`src/rtl/key_search_scheduler.sv`:
```
// rtl/key_search_scheduler.sv - RC4 key-space search scheduler over NUM_CORES decryption cores
// Optional progress counter and LED outputs are enabled by defining KEY_SEARCH_PROGRESS_EN.
module key_search_scheduler #(
  parameter int                   NUM_CORES = 4,
  parameter int                   KEY_WIDTH = 24,
  parameter logic [KEY_WIDTH-1:0] KEY_MAX   = 24'h3FFFFF
) (
  input  logic                           clk,
  input  logic                           reset,
  input  logic                           start,
  output logic [NUM_CORES-1:0]           core_start,
  output logic [NUM_CORES*KEY_WIDTH-1:0] core_key,
  input  logic [NUM_CORES-1:0]           core_done,
  input  logic [NUM_CORES-1:0]           core_found,
  output logic                           core_abort,
  output logic                           busy,
  output logic                           found,
  output logic                           exhausted,
  output logic [KEY_WIDTH-1:0]           found_key
`ifdef KEY_SEARCH_PROGRESS_EN
  ,
  output logic [KEY_WIDTH:0]             keys_tried,
  output logic [9:0]                     progress_leds
`endif
);

  typedef enum logic [1:0] {S_IDLE, S_RUN, S_FOUND, S_EXHAUSTED} state_t;

  // One extra bit so stepping past an all-ones KEY_MAX cannot wrap back to 0.
  localparam logic [KEY_WIDTH:0] KEY_LIMIT = {1'b0, KEY_MAX};

  state_t                 state;
  logic [KEY_WIDTH:0]     next_key;
  logic [NUM_CORES-1:0]   inflight;

  logic [NUM_CORES-1:0]   done_q;
  logic [NUM_CORES-1:0]   hit_vec;
  logic [NUM_CORES-1:0]   inflight_after;
  logic [NUM_CORES-1:0]   disp_vec;
  logic [KEY_WIDTH-1:0]   hit_key;
  logic                   keys_left;

  // Scanning from the top down lets the lowest index win both the hit and the dispatch.
  always_comb begin
    done_q         = core_done & inflight;
    hit_vec        = done_q & core_found;
    inflight_after = inflight & ~done_q;
    hit_key        = '0;
    disp_vec       = '0;
    for (int i = NUM_CORES - 1; i >= 0; i--) begin
      if (hit_vec[i]) begin
        hit_key = core_key[i*KEY_WIDTH +: KEY_WIDTH];
      end
      if (!inflight_after[i]) begin
        disp_vec    = '0;
        disp_vec[i] = 1'b1;
      end
    end
    keys_left = (next_key <= KEY_LIMIT);
  end

  always_ff @(posedge clk) begin
    if (!reset) begin
      state      <= S_IDLE;
      next_key   <= '0;
      inflight   <= '0;
      core_start <= '0;
      core_key   <= '0;
      core_abort <= 1'b0;
      busy       <= 1'b0;
      found      <= 1'b0;
      exhausted  <= 1'b0;
      found_key  <= '0;
`ifdef KEY_SEARCH_PROGRESS_EN
      keys_tried <= '0;
`endif
    end else begin
      core_start <= '0;
      core_abort <= 1'b0;
      case (state)
        S_RUN: begin
`ifdef KEY_SEARCH_PROGRESS_EN
          keys_tried <= keys_tried + (KEY_WIDTH+1)'($countones(done_q));
`endif
          if (|hit_vec) begin
            state      <= S_FOUND;
            found      <= 1'b1;
            found_key  <= hit_key;
            core_abort <= 1'b1;
            busy       <= 1'b0;
            inflight   <= '0;
          end else if (!keys_left && inflight_after == '0) begin
            state     <= S_EXHAUSTED;
            exhausted <= 1'b1;
            busy      <= 1'b0;
            inflight  <= '0;
          end else if (keys_left && |disp_vec) begin
            inflight   <= inflight_after | disp_vec;
            core_start <= disp_vec;
            next_key   <= next_key + 1'b1;
            for (int i = 0; i < NUM_CORES; i++) begin
              if (disp_vec[i]) begin
                core_key[i*KEY_WIDTH +: KEY_WIDTH] <= next_key[KEY_WIDTH-1:0];
              end
            end
          end else begin
            inflight <= inflight_after;
          end
        end
        default: begin
          if (start) begin
            state     <= S_RUN;
            next_key  <= '0;
            inflight  <= '0;
            found     <= 1'b0;
            exhausted <= 1'b0;
            busy      <= 1'b1;
`ifdef KEY_SEARCH_PROGRESS_EN
            keys_tried <= '0;
`endif
          end
        end
      endcase
    end
  end

`ifdef KEY_SEARCH_PROGRESS_EN
  assign progress_leds = keys_tried[KEY_WIDTH-1 -: 10];
`endif

endmodule

```
`config.mk`:
```
export PLATFORM = sky130hd
export DESIGN_NAME = key_search_scheduler
export DESIGN_NICKNAME = d
export VERILOG_FILES = /design/src/rtl/key_search_scheduler.sv
export SDC_FILE = /design/constraint.sdc
export NUM_CORES = 1
export LEC_CHECK = 0
export ABC_AREA = 1
export CAP_MARGIN = 20
export CORE_ASPECT_RATIO = 0.75
export CORE_UTILIZATION = 39
export DETAILED_ROUTE_END_ITERATION = 16
export MAX_ROUTING_LAYER = met4
export PLACE_DENSITY = 0.71
export SLEW_MARGIN = 20
export SYNTH_ARGS = -nofsm -noshare
export SYNTH_HDL_FRONTEND = slang
export SYNTH_SLANG_ARGS = --single-unit
```
`constraint.sdc`:
```
create_clock -name clk -period 3.56 [get_ports clk]
set_input_delay 0.712 -clock clk [delete_from_list [all_inputs] [get_ports clk]]
set_output_delay 0.712 -clock clk [all_outputs]
set_load 0.01 [all_outputs]
```
-- Word level (Yosys, flattened, before mapping)
Cells that the tools add are included.
- logic and storage cells: 83
- flip-flop bits (word level): 159
- output and inout port bits: 128
- bitwise operators: 10
- muxes and demuxes: 33
- add/subtract/negate cells: 1
- reduce and logical (&&, ||, !) cells: 18
- $lt $le $gt $ge: 1
- eq/ne operators: 7
- operators by type and width (operator ; number):
    $mux 25 ; 5
    $mux 24 ; 4
    $mux 4 ; 9
    $add 25x1->25 const B ; 1
    $le 25x22->1 const B ; 1
    $reduce_and 5->1 ; 4
    $and 4x4->4 ; 3
    $mux 1 ; 11
    $ne 2x2->1 const B ; 5
    $mux 2 ; 4
    $reduce_and 2->1 ; 4
    $reduce_or 4->1 ; 2
    $reduce_or 8->1 ; 1
    $not 1->1 ; 5
    $logic_not 4->1 ; 1
    $not 4->4 ; 1
    $or 4x4->4 ; 1
    $reduce_and 4->1 ; 1
    $ne 3x3->1 const B ; 1
    $reduce_and 3->1 ; 1
    $eq 2x1->1 const B ; 1
    $logic_and 1x1->1 ; 2
    $reduce_bool 2->1 ; 1
    $logic_not 1->1 ; 1

-- Longest topological paths before layout
Gate-level depths: netlist of run 1.
- depth in word-level cells: 13
- gate-level depth with buffers: 14
- gate-level depth less buffers: 13

-- Worst setup path after synthesis of run 1
OpenSTA, ideal clock, no wires.
- path kind: input-to-reg
- start point: in core_done[1]
- end point: reg core_key[39]
- buffers on the path: 1
- path slack: 1464 ps
- required time: 3447 ps
- setup time: 113 ps
- cell stages on the path: 11
- data arrival time: 1984 ps
- cell sequence: nand3_1 -> nand2_1 -> nor3_2 -> inv_2 -> nor2_4 -> nand2_4 -> nor2_8 -> buf_6 -> nand2_1 -> nand2_1 -> nor2_1
- longest elaborated chain between the ends: 8
- elaborated cells on any way between the ends: 14
- ends and longest elaborated chain (what ; line ; RTL):
    start: declaration ; 13 ; input logic [NUM_CORES-1:0] core_done,
    $and 4x4->4 * ; 45 ; done_q = core_done & inflight;
    $not 4->4 ; 47 ; inflight_after = inflight & ~done_q;
    $and 4x4->4 ; 47 ;
    $mux 4 (2 in series) ; 54 ; if (!inflight_after[i]) begin
    $reduce_or 4->1 ; 97 ; end else if (keys_left && |disp_vec) begin
    $logic_and 1x1->1 ; 97 ;
    $reduce_and 5->1 (no source line) * ; n/a ;
    end signal: indexed assignment ; 103 ; core_key[i*KEY_WIDTH +: KEY_WIDTH] <= next_key[KEY_WIDTH-1:0];
    end: declaration ; 12 ; output logic [NUM_CORES*KEY_WIDTH-1:0] core_key,
Every way passes the cells marked *; elsewhere a longest branch is shown, timed or not.
A chain may end at the register's enable or synchronous reset.

-- Worst setup path after layout of run 1
- start point: reg next_key[1]
- end point: reg next_key[4]
- longest elaborated chain between the ends: 5
- elaborated cells on any way between the ends: 12
- ends and longest elaborated chain (what ; line ; RTL):
    start: declaration ; 33 ; logic [KEY_WIDTH:0] next_key;
    start signal: assignment ; 100 ; next_key <= next_key + 1'b1;
    $add 25x1->25 / $le 25x22->1 (equally long branches) ; 100, 59 ;
    $mux 25 / $logic_not 1->1 (equally long branches) ; 97, 92 ;
    $mux 25 / $logic_and 1x1->1 (equally long branches) ; 92 ; end else if (!keys_left && inflight_after == '0) begin
    $mux 25 / $ne 2x2->1 (equally long branches) ; n/a ;
    $mux 25 / $reduce_and 4->1 (equally long branches) ; n/a ;
Parallel ways exist; a longest one is shown, timed or not. The select of a mux whose other input is x is not followed.

==> reports/qor.yml, run 1 <==
layout:
  drive_gt1_frac: 0.0724
  fillers: 1813
  final_common_cell: "nand2_1"
  syn_to_final_growth_pct: 27.5
  finalNetCount: 1201
  mostFrequentLayoutCells: "nand2_1 (241), nor2_1 (228), dfxtp_1 (159)"
  antenna_cells: 0
worst_hold_path:
  whs_path_depth: 2
  hp-class: "reg2reg"
  min_to: "found_key[22]"
  min_from: "found_key[22]"
yosys:
  synth_edf_count: 0
  netlist_area_um2: 7490
  ys_types: 33
  syn_area_per_cell_um2: 6.91
  synth-warning-count: 0
  synthArstFlopShare: 0
  synth_ff_type: "dfxtp_1"
  seq_area_frac_synth: 0.425
  netlist_instances: 1084
  synth_nets: 1096
  ys_ff_latch: 159
cts:
  cts_resized: 0
  cts_tree: "done"
  cts_setup_buffers: 0
  cts_root_buf: "clkbuf_16"
  cts_buffer_depth: 2
  cts.sinks: 159
  cts-buffers-inserted: 17
  clk_pin_slew_ns: 0.06
  ctsHoldBuffers: 0
  clk_latency_ns: 0.43
  h-tree-depth: 4
global_route:
  grt_pass1_wl_um: 36900
  grt_usage: 0.246
  grt_pass1_vias: 6914
  grt-ovfl-total: 0
  grt_max_degree: 62
  antenna_found_initial: 0
setup_path:
  cp.required_ns: 3.88
  crit_cells: 12
  path_common_cell: "nand2_1"
  critPathMaxFanout: 24
  r2r_start: "next_key[1]"
  cp-start-kind: "flop"
  crit_type: "reg2reg"
  rr_endpoint: "next_key[4]"
  path_cells: "ha_1 -> nand2_1 -> nor2_4 -> nand3_1 -> nor2_2 -> nand2_4 -> nand2_8 -> nand3_4 -> nand2_2 -> nand2_1 -> nand2_1 -> nor2_1"
  crit_family: "simple AND/OR/NAND/NOR gates"
  cpPeakStageDelay_ns: 0.48
  reg2reg_setup_slack_ns: 0.76
  cp_num_buf_inv: 0
  rr_worst_depth: 12
  critPathSlowestCell: "nand2_2"
  cp.arrival_ns: 3.13
  critical_path.endpoint_type: "flop"
timing:
  tns_ns: 0
  slew_headroom: 0.306
  max_freq_mhz: 357
  hold_viol_final: 0
  rsz0062_at_grt: "false"
  drv_slew: 0
  worstMarginPinSlew_ns: 1.04
  setup_viol: 0
  finalCritPeriodShare: 0.788
  whs_ns: 0.469
  fin_skew_ns: 0.00627
  layout_min_cycle_time_ns: 2.80
power_and_ir_drop:
  peakVddDrop_mv: 0.251
  leakage_nw: 3.77
  power_density_nw_per_um2: 423
route:
  final_antenna_net_count: 0
  dr.pass1.iters: 5
  vias: 7363
  wl_per_cell_um: 15.8
  drcViolationCount: 0
  totalWireLength_um: 22800
  drtIter0Drc: 641
  vias_per_cell: 5.08
die:
  die_area_um2: 19800
  coreArea_um2: 18700
  core.rowCount: 43
  ios: 139
  fp.dieH_um: 122
  die_w_um: 162
  start_util: 0.401
run_status:
  status: "finished, final reports clean"
place:
  port_buffers: 138
  dp_hpwl_um: 14800
  place.gp.congestion: 0.887
flow_run:
  drv_cap: 0
==> how the worst max path moves through the flow <==
| stage | start | to | slack (ns) |
|---|---|---|---|
| final | next_key[1] | next_key[4] | 0.76 |
| after global routing | next_key[1] | next_key[4] | 0.56 |
| after CTS | next_key[1] | next_key[9] | 0.81 |
| after detailed placement | core_done[0] | next_key[4] | 0.58 |
| after global placement | core_done[0] | next_key[4] | 0.60 |
| after floorplan | core_done[1] | core_key[39] | 1.46 |
==> stage by stage <==
| stage | total power [mW] | utilization | std cells | worst slack [ns] | area [um^2] |
|---|---|---|---|---|---|
| 6_report | 4.04 | 0.511 | 1449 | 0.755 | 9540 |
| 5_1_grt | 4.18 | 0.511 | 1449 | 0.561 | 9540 |
| 4_1_cts | 4.06 | 0.511 | 1449 | 0.813 | 9540 |
| 3_5_place_dp | 2.18 | 0.478 | 1417 | 0.578 | 8920 |
| 3_3_place_gp | 2.17 | 0.478 | 1417 | 0.604 | 8920 |
| 2_1_floorplan | 2.07 | - | 1084 | 1.46 | 7490 |
==> cell type report <==
class / count / area (um^2) / share of cell area
multi-input cells: 779 / 3630 / 0.381
clock inverters: 10 / 125 / 0.0131
clock buffers: 22 / 494 / 0.0518
flip-flops and latches: 159 / 3180 / 0.334
repair buffers: 153 / 1500 / 0.157
well taps: 247 / 309 / 0.0324
inverters: 79 / 297 / 0.0311
==> report_power, final <==
group	total, mW	leakage (nW)	internal [mW]	switching (mW)
Combinational	0.300	2.18	0.111	0.189
Sequential	1.84	1.29	1.81	0.0302
Clock	1.90	0.297	1.14	0.760
==> registers in the layout, summed over array words and instances (netlist names) <==
name and flops:
busy 1, core_abort 1, core_key 96, core_start 4, exhausted 1, found 1, found_key 24, inflight 4
next_key 25, state 2
==> cell usage after synthesis, types with 12 or more instances <==
library cell / n / area share
o211ai_1: 24 / 0.024
inv_1: 73 / 0.037
clkbuf_1: 29 / 0.015
nand3_1: 65 / 0.043
xor2_1: 15 / 0.018
o21ai_0: 53 / 0.035
nor2_1: 229 / 0.11
buf_6: 12 / 0.018
dfxtp_1: 159 / 0.43
a21oi_1: 77 / 0.051
buf_2: 13 / 0.0087
nand2_1: 241 / 0.12
nor3_1: 36 / 0.024
==> routing by layer <==
layer  wire [um]  track usage
met2        9540        0.356
met5           0            -
met3        1960       0.0603
met4         459       0.0837
met1       10900        0.332
==> worst min-delay path, cell delays in order, from the launching register on <==
cell and delay, ns:
dfxtp_1 0.31, nand3_1 0.07, nand2_1 0.05
==> kinds of logic after synthesis <==
kind of cell / after synthesis / synth area share
fa+ha+maj: 1 / 0.00167
flops: 159 / 0.425
simple gates: 607 / 0.353
buf+inv: 146 / 0.0899
compound gates: 156 / 0.113
xor+xnor: 15 / 0.0175
Note: power is estimated with default switching activity, not from simulation.
==> run 2: changes to the inputs <==
--- a/config.mk
+++ b/config.mk
@@ -11,7 +11,7 @@
 export CORE_UTILIZATION = 39
 export DETAILED_ROUTE_END_ITERATION = 16
 export MAX_ROUTING_LAYER = met4
-export PLACE_DENSITY = 0.71
+export PLACE_DENSITY = 0.73
 export SLEW_MARGIN = 20
 export SYNTH_ARGS = -nofsm -noshare
 export SYNTH_HDL_FRONTEND = slang
==> constraint.sdc (replaced) <==
create_clock -name clk -period 2.5 [get_ports clk]
set_input_delay 0.5 -clock clk [delete_from_list [all_inputs] [get_ports clk]]
set_output_delay 0.5 -clock clk [all_outputs]
set_load 0.01 [all_outputs]
==> run 2 against run 1 <==
Effect of this change: highest routed layer unchanged; worst setup slack got worse by 0.41 ns; die area unchanged; final cell count increased by 1.7%; power increased by 41%.
==> reports/qor.yml, run 2 (synthesis gave the netlist of run 1 again) <==
run_status:
  status: "finished, final reports clean"
route:
  dr.pass1.iters: 5  # unchanged
  vias_per_cell: 5.00  # -1.6%
  drtIter0Drc: 555  # -13%
  totalWireLength_um: 22400  # -1.9%
  final_antenna_net_count: 0  # unchanged
  drcViolationCount: 0  # unchanged
  wl_per_cell_um: 15.2  # -3.5%
  vias: 7368  # +0.068%
power_and_ir_drop:
  leakage_nw: 3.92  # +4.2%
  power_density_nw_per_um2: 580  # +37%
  peakVddDrop_mv: 0.353  # +40%
timing:
  fin_skew_ns: 0.00668  # +0.000412 ns
  worstMarginPinSlew_ns: 0.463  # -0.577 ns
  rsz0062_at_grt: "false"
  setup_ws_ns: 0.345  # -0.410 ns
  finalCritPeriodShare: 0.862  # +0.0741
  slew_headroom: 0.689  # +0.383
  drv_slew: 0  # unchanged
  hold_viol_final: 0  # unchanged
  layout_min_cycle_time_ns: 2.15  # -0.650 ns
  setup_viol: 0  # unchanged
  tns_ns: 0  # unchanged
  max_freq_mhz: 464  # +30%
flow_run:
  drv_cap: 0  # unchanged
setup_path:
  cp-start-kind: "flop"
  cp.required_ns: 2.86  # -1.02 ns
  critPathMaxFanout: 23  # -4.2%
  critical_path.endpoint_type: "flop"
  crit_type: "reg2reg"
  cp.arrival_ns: 2.51  # -0.62 ns
  rr_worst_depth: 12  # unchanged
place:
  dp_hpwl_um: 15400  # +3.6%
  place.gp.congestion: 0.933  # +5.2%
  dpl_worst_slack_ns: 0.0752  # -0.503 ns
  port_buffers: 138  # unchanged
layout:
  drive_gt1_frac: 0.0913  # +0.0189
  regMostFlops: "core_key"
  fillers: 1767  # -2.5%
  mostFrequentLayoutCells: "nand2_1 (241), nor2_1 (228), dfxtp_1 (159)"
  largest_reg_flops: 96  # unchanged
  syn_to_final_growth_pct: 31.2
  finalNetCount: 1226  # +2.1%
  final_common_cell: "nand2_1"
  antenna_cells: 0  # unchanged
  top_regs: "core_key: 96 flops, next_key: 25 flops, found_key: 24 flops"
cts:
  ctsHoldBuffers: 0  # unchanged
  h-tree-depth: 4  # unchanged
  cts_resized: 0  # unchanged
  cts-buffers-inserted: 17  # unchanged
  cts_buffer_depth: 2  # unchanged
  cts_root_buf: "clkbuf_16"
  cts_tree: "done"
  clk_pin_slew_ns: 0.06  # about the same
  cts.sinks: 159  # unchanged
  cts_setup_buffers: 0  # unchanged
  clk_latency_ns: 0.43  # about the same
die:
  core.rowCount: 43  # unchanged
  die_w_um: 162  # unchanged
  start_util: 0.401  # unchanged
  coreArea_um2: 18700  # unchanged
  fp.dieH_um: 122  # unchanged
  die_area_um2: 19800  # unchanged
  ios: 139  # unchanged
worst_hold_path:
  whs_path_depth: 2  # unchanged
  hp-class: "reg2reg"
global_route:
  grt_pass1_wl_um: 36100  # -1.9%
  grt-ovfl-total: 0  # unchanged
  grt_max_degree: 99  # +60%
  antenna_found_initial: 0  # unchanged
  grt_usage: 0.242  # -0.00429
  grt_pass1_vias: 6844  # -1.0%
## run 2: stage by stage
stage	total power, mW	instance area [um^2]	instances	hold slack (ns)	util
after detailed placement	3.14	9230	1442	0.461	0.494
after floorplan	2.94	7490	1084	0.444	-
after CTS	5.75	9820	1474	0.472	0.526
after global routing	5.92	9820	1474	0.489	0.526
final	5.70	9820	1474	0.466	0.526
after global placement	3.13	9230	1442	0.455	0.494
## run 2: worst paths after layout
check                           slack [ns]         start           end
worst max-delay path                  0.35   next_key[1]  core_key[14]
worst min-delay path                  0.47  found_key[0]  found_key[0]
worst min register to register        0.47  found_key[0]  found_key[0]
worst max register to register        0.35   next_key[1]  core_key[14]
## run 2: report_power, final
part	internal [mW]	switching (mW)	total (mW)
Sequential	2.58	0.0420	2.62
Clock	1.51	1.10	2.61
Combinational	0.189	0.276	0.464
Total	4.28	1.42	5.70
## run 2: cell type report
type / instances / area, um^2 / area share
timing repair buffer: 178 / 1800 / 0.183
multi-input combinational: 779 / 3630 / 0.370
tap: 247 / 309 / 0.0315
clock inverter: 14 / 159 / 0.0162
inverter: 79 / 297 / 0.0302
clock buffer: 18 / 439 / 0.0447
sequential: 159 / 3180 / 0.324
## run 2: layer usage
metal	vias to the layer above	wire, um	global-route usage
li1	3712	-	-
met1	3304	10700	0.331
met2	331	9390	0.353
met3	21	1940	0.0463
met4	0	366	0.0843
met5	-	0	-
## run 2: worst max-delay path: stages (launching register included)
cell     delay (ns)
dfxtp_1        0.45
ha_1           0.23
nand2_1        0.14
nor2_4         0.13
nand3_1        0.09
nor2_2         0.14
nand2_4        0.11
nand2_8        0.13
nand4_2        0.18
buf_12         0.23
nand2_1        0.07
nand2_1        0.04
nor2_1         0.13
==> variant: new RTL, config.mk and constraints of run 2 <==
Register the output `found_key` once more, cleared by the reset; this adds one clock of latency there. The other outputs are not delayed to match.
--- a/src/rtl/key_search_scheduler.sv
+++ b/src/rtl/key_search_scheduler.sv
@@ -30,2 +30,4 @@
   localparam logic [KEY_WIDTH:0] KEY_LIMIT = {1'b0, KEY_MAX};
+
+  logic [KEY_WIDTH-1:0] found_key_s0;
 
@@ -72,3 +74,3 @@
       exhausted  <= 1'b0;
-      found_key  <= '0;
+      found_key_s0 <= '0;
 `ifdef KEY_SEARCH_PROGRESS_EN
@@ -87,3 +89,3 @@
             found      <= 1'b1;
-            found_key  <= hit_key;
+            found_key_s0 <= hit_key;
             core_abort <= 1'b1;
@@ -130,2 +132,10 @@
 
+  always_ff @(posedge clk) begin
+    if (!reset) begin
+      found_key <= '0;
+    end else begin
+      found_key <= found_key_s0;
+    end
+  end
+
 endmodule
Check against the original RTL: no difference found for any inputs over 4 cycles, from zero or initial values and one cycle with reset low; that may be too few to reach the edited logic, so the function may still have changed.
==> variant against run 2 <==
- setup slack worse by 66 ps
- wire length up 15%
- critical endpoint is now next_key[21]
- sequential cell count up 24
- cell area up 9.9%
- final cell count up 13%
- power up 8.7%
- core utilization down 0.24 points
- via count up 12%
- area after synthesis up 12%
==> variant: results <==
export IMPL_drive_gt1_share_pct=8.39
export IMPL_worstPathArrival_ps=2580
export IMPL_reg2reg_depth=11
export IMPL_synth_ff_type="dfxtp_1"
export IMPL_regToRegSetupSlack_ps=280
export IMPL_p_leak_nw=5.04
export IMPL_r2r_end="next_key[21]"
export IMPL_netlist_instances=1236
export IMPL_signal_buffers=199
export IMPL_seq_area_share_pct=34.0
export IMPL_clock_buffers=19
export IMPL_track_usage_pct=24.4
export IMPL_p_per_area_mw_per_mm2=574
export IMPL_multi_input_area_mm2=0.00365
export IMPL_comb_power_mw=0.444
export IMPL_place_congestion=0.948
export IMPL_clk_latency_ps=450
export IMPL_synthAdderAreaFrac_pct=0.150
export IMPL_slew_headroom_pct=61.1
export IMPL_drtIter0Drc=880
export IMPL_finalCriticalPeriod_ps=2220
export IMPL_nFillCells=1974
export IMPL_synth_xor_area_share_pct=1.47
export IMPL_wl_mm=25.7
export IMPL_grt_overflow=0
export IMPL_synth_cell_types=35
export IMPL_grt_pass1_vias=7087
export IMPL_ant_nets=0
export IMPL_p_total_mw=6.20
export IMPL_cp_common_cell="nand2_4"
export IMPL_ys_top_cells_by_count="nand2_1, nor2_1, dfxtp_1, inv_1, a21oi_1"
export IMPL_ys_seq_area_share_pct=43.9
export IMPL_root_buffer="clkbuf_16"
export IMPL_synth_compound_area_share_pct=10.1
export IMPL_ir_drop_uv=404
export IMPL_synth_area_top_cells="dfxtp_1, nand2_1, nor2_1"
export IMPL_hp_start="found_key_s0[23]"
export IMPL_grt_pass1_wl_mm=39.7
export IMPL_p_int_mw=4.67
export IMPL_placed_area_mm2=0.0102
export IMPL_grt_max_degree=119
export IMPL_cts_sinks=183
export IMPL_routedWlPerCell_um=15.5
export IMPL_status="finished, final reports clean"
export IMPL_via_per_inst=4.94
export IMPL_p_seq_mw=3.01
export IMPL_final_nets=1383
export IMPL_netlist_area_mm2=0.00835
export IMPL_crit_slowest_cell="dfxtp_2"
export IMPL_multi_input_cells=813
export IMPL_reg_largest_list="core_key (96), next_key (25)"
export IMPL_clockNetworkAreaShare_pct=5.47
export IMPL_holdWs_ps=434
export IMPL_num_nonclk_inverters=157
export IMPL_hpwl_mm=17.8
export IMPL_critPathMaxFanout=24
export IMPL_post_place_cells=1634
-- variant: cell types whose count changed after synthesis, moves of 24 or more --
cell,run 2,this run
dfxtp_1,159,183
nand3_1,65,41
nor3_1,36,6
inv_1,73,155
o22ai_1,1,44
nor2_1,229,263
nand2_1,241,302
-- variant: worst reg2reg max path: stages, from the launching register on --
cell and delay [ps]:
dfxtp_2 450, ha_1 270, nand2_2 100, nor2_4 180, nand2_4 90, nor2_4 150, nand2_4 100, nand2_8 160
nand3_4 120, nand2_4 270, nand2_1 110, a21oi_1 150
-- variant: repair_timing --
action | 4_1_cts | 5_1_grt
endpoints found under the setup margin | 0 | 2
hold buffers | 0 | 0
resized for setup | 0 | 1
-- variant: per-layer routing --
metal,GRT usage [%],up-vias,wire length [µm]
met5,-,-,0
met3,7.11,25,2980
met1,36.0,3737,12200
met2,32.0,399,10300
li1,-,4070,-
met4,5.30,0,295
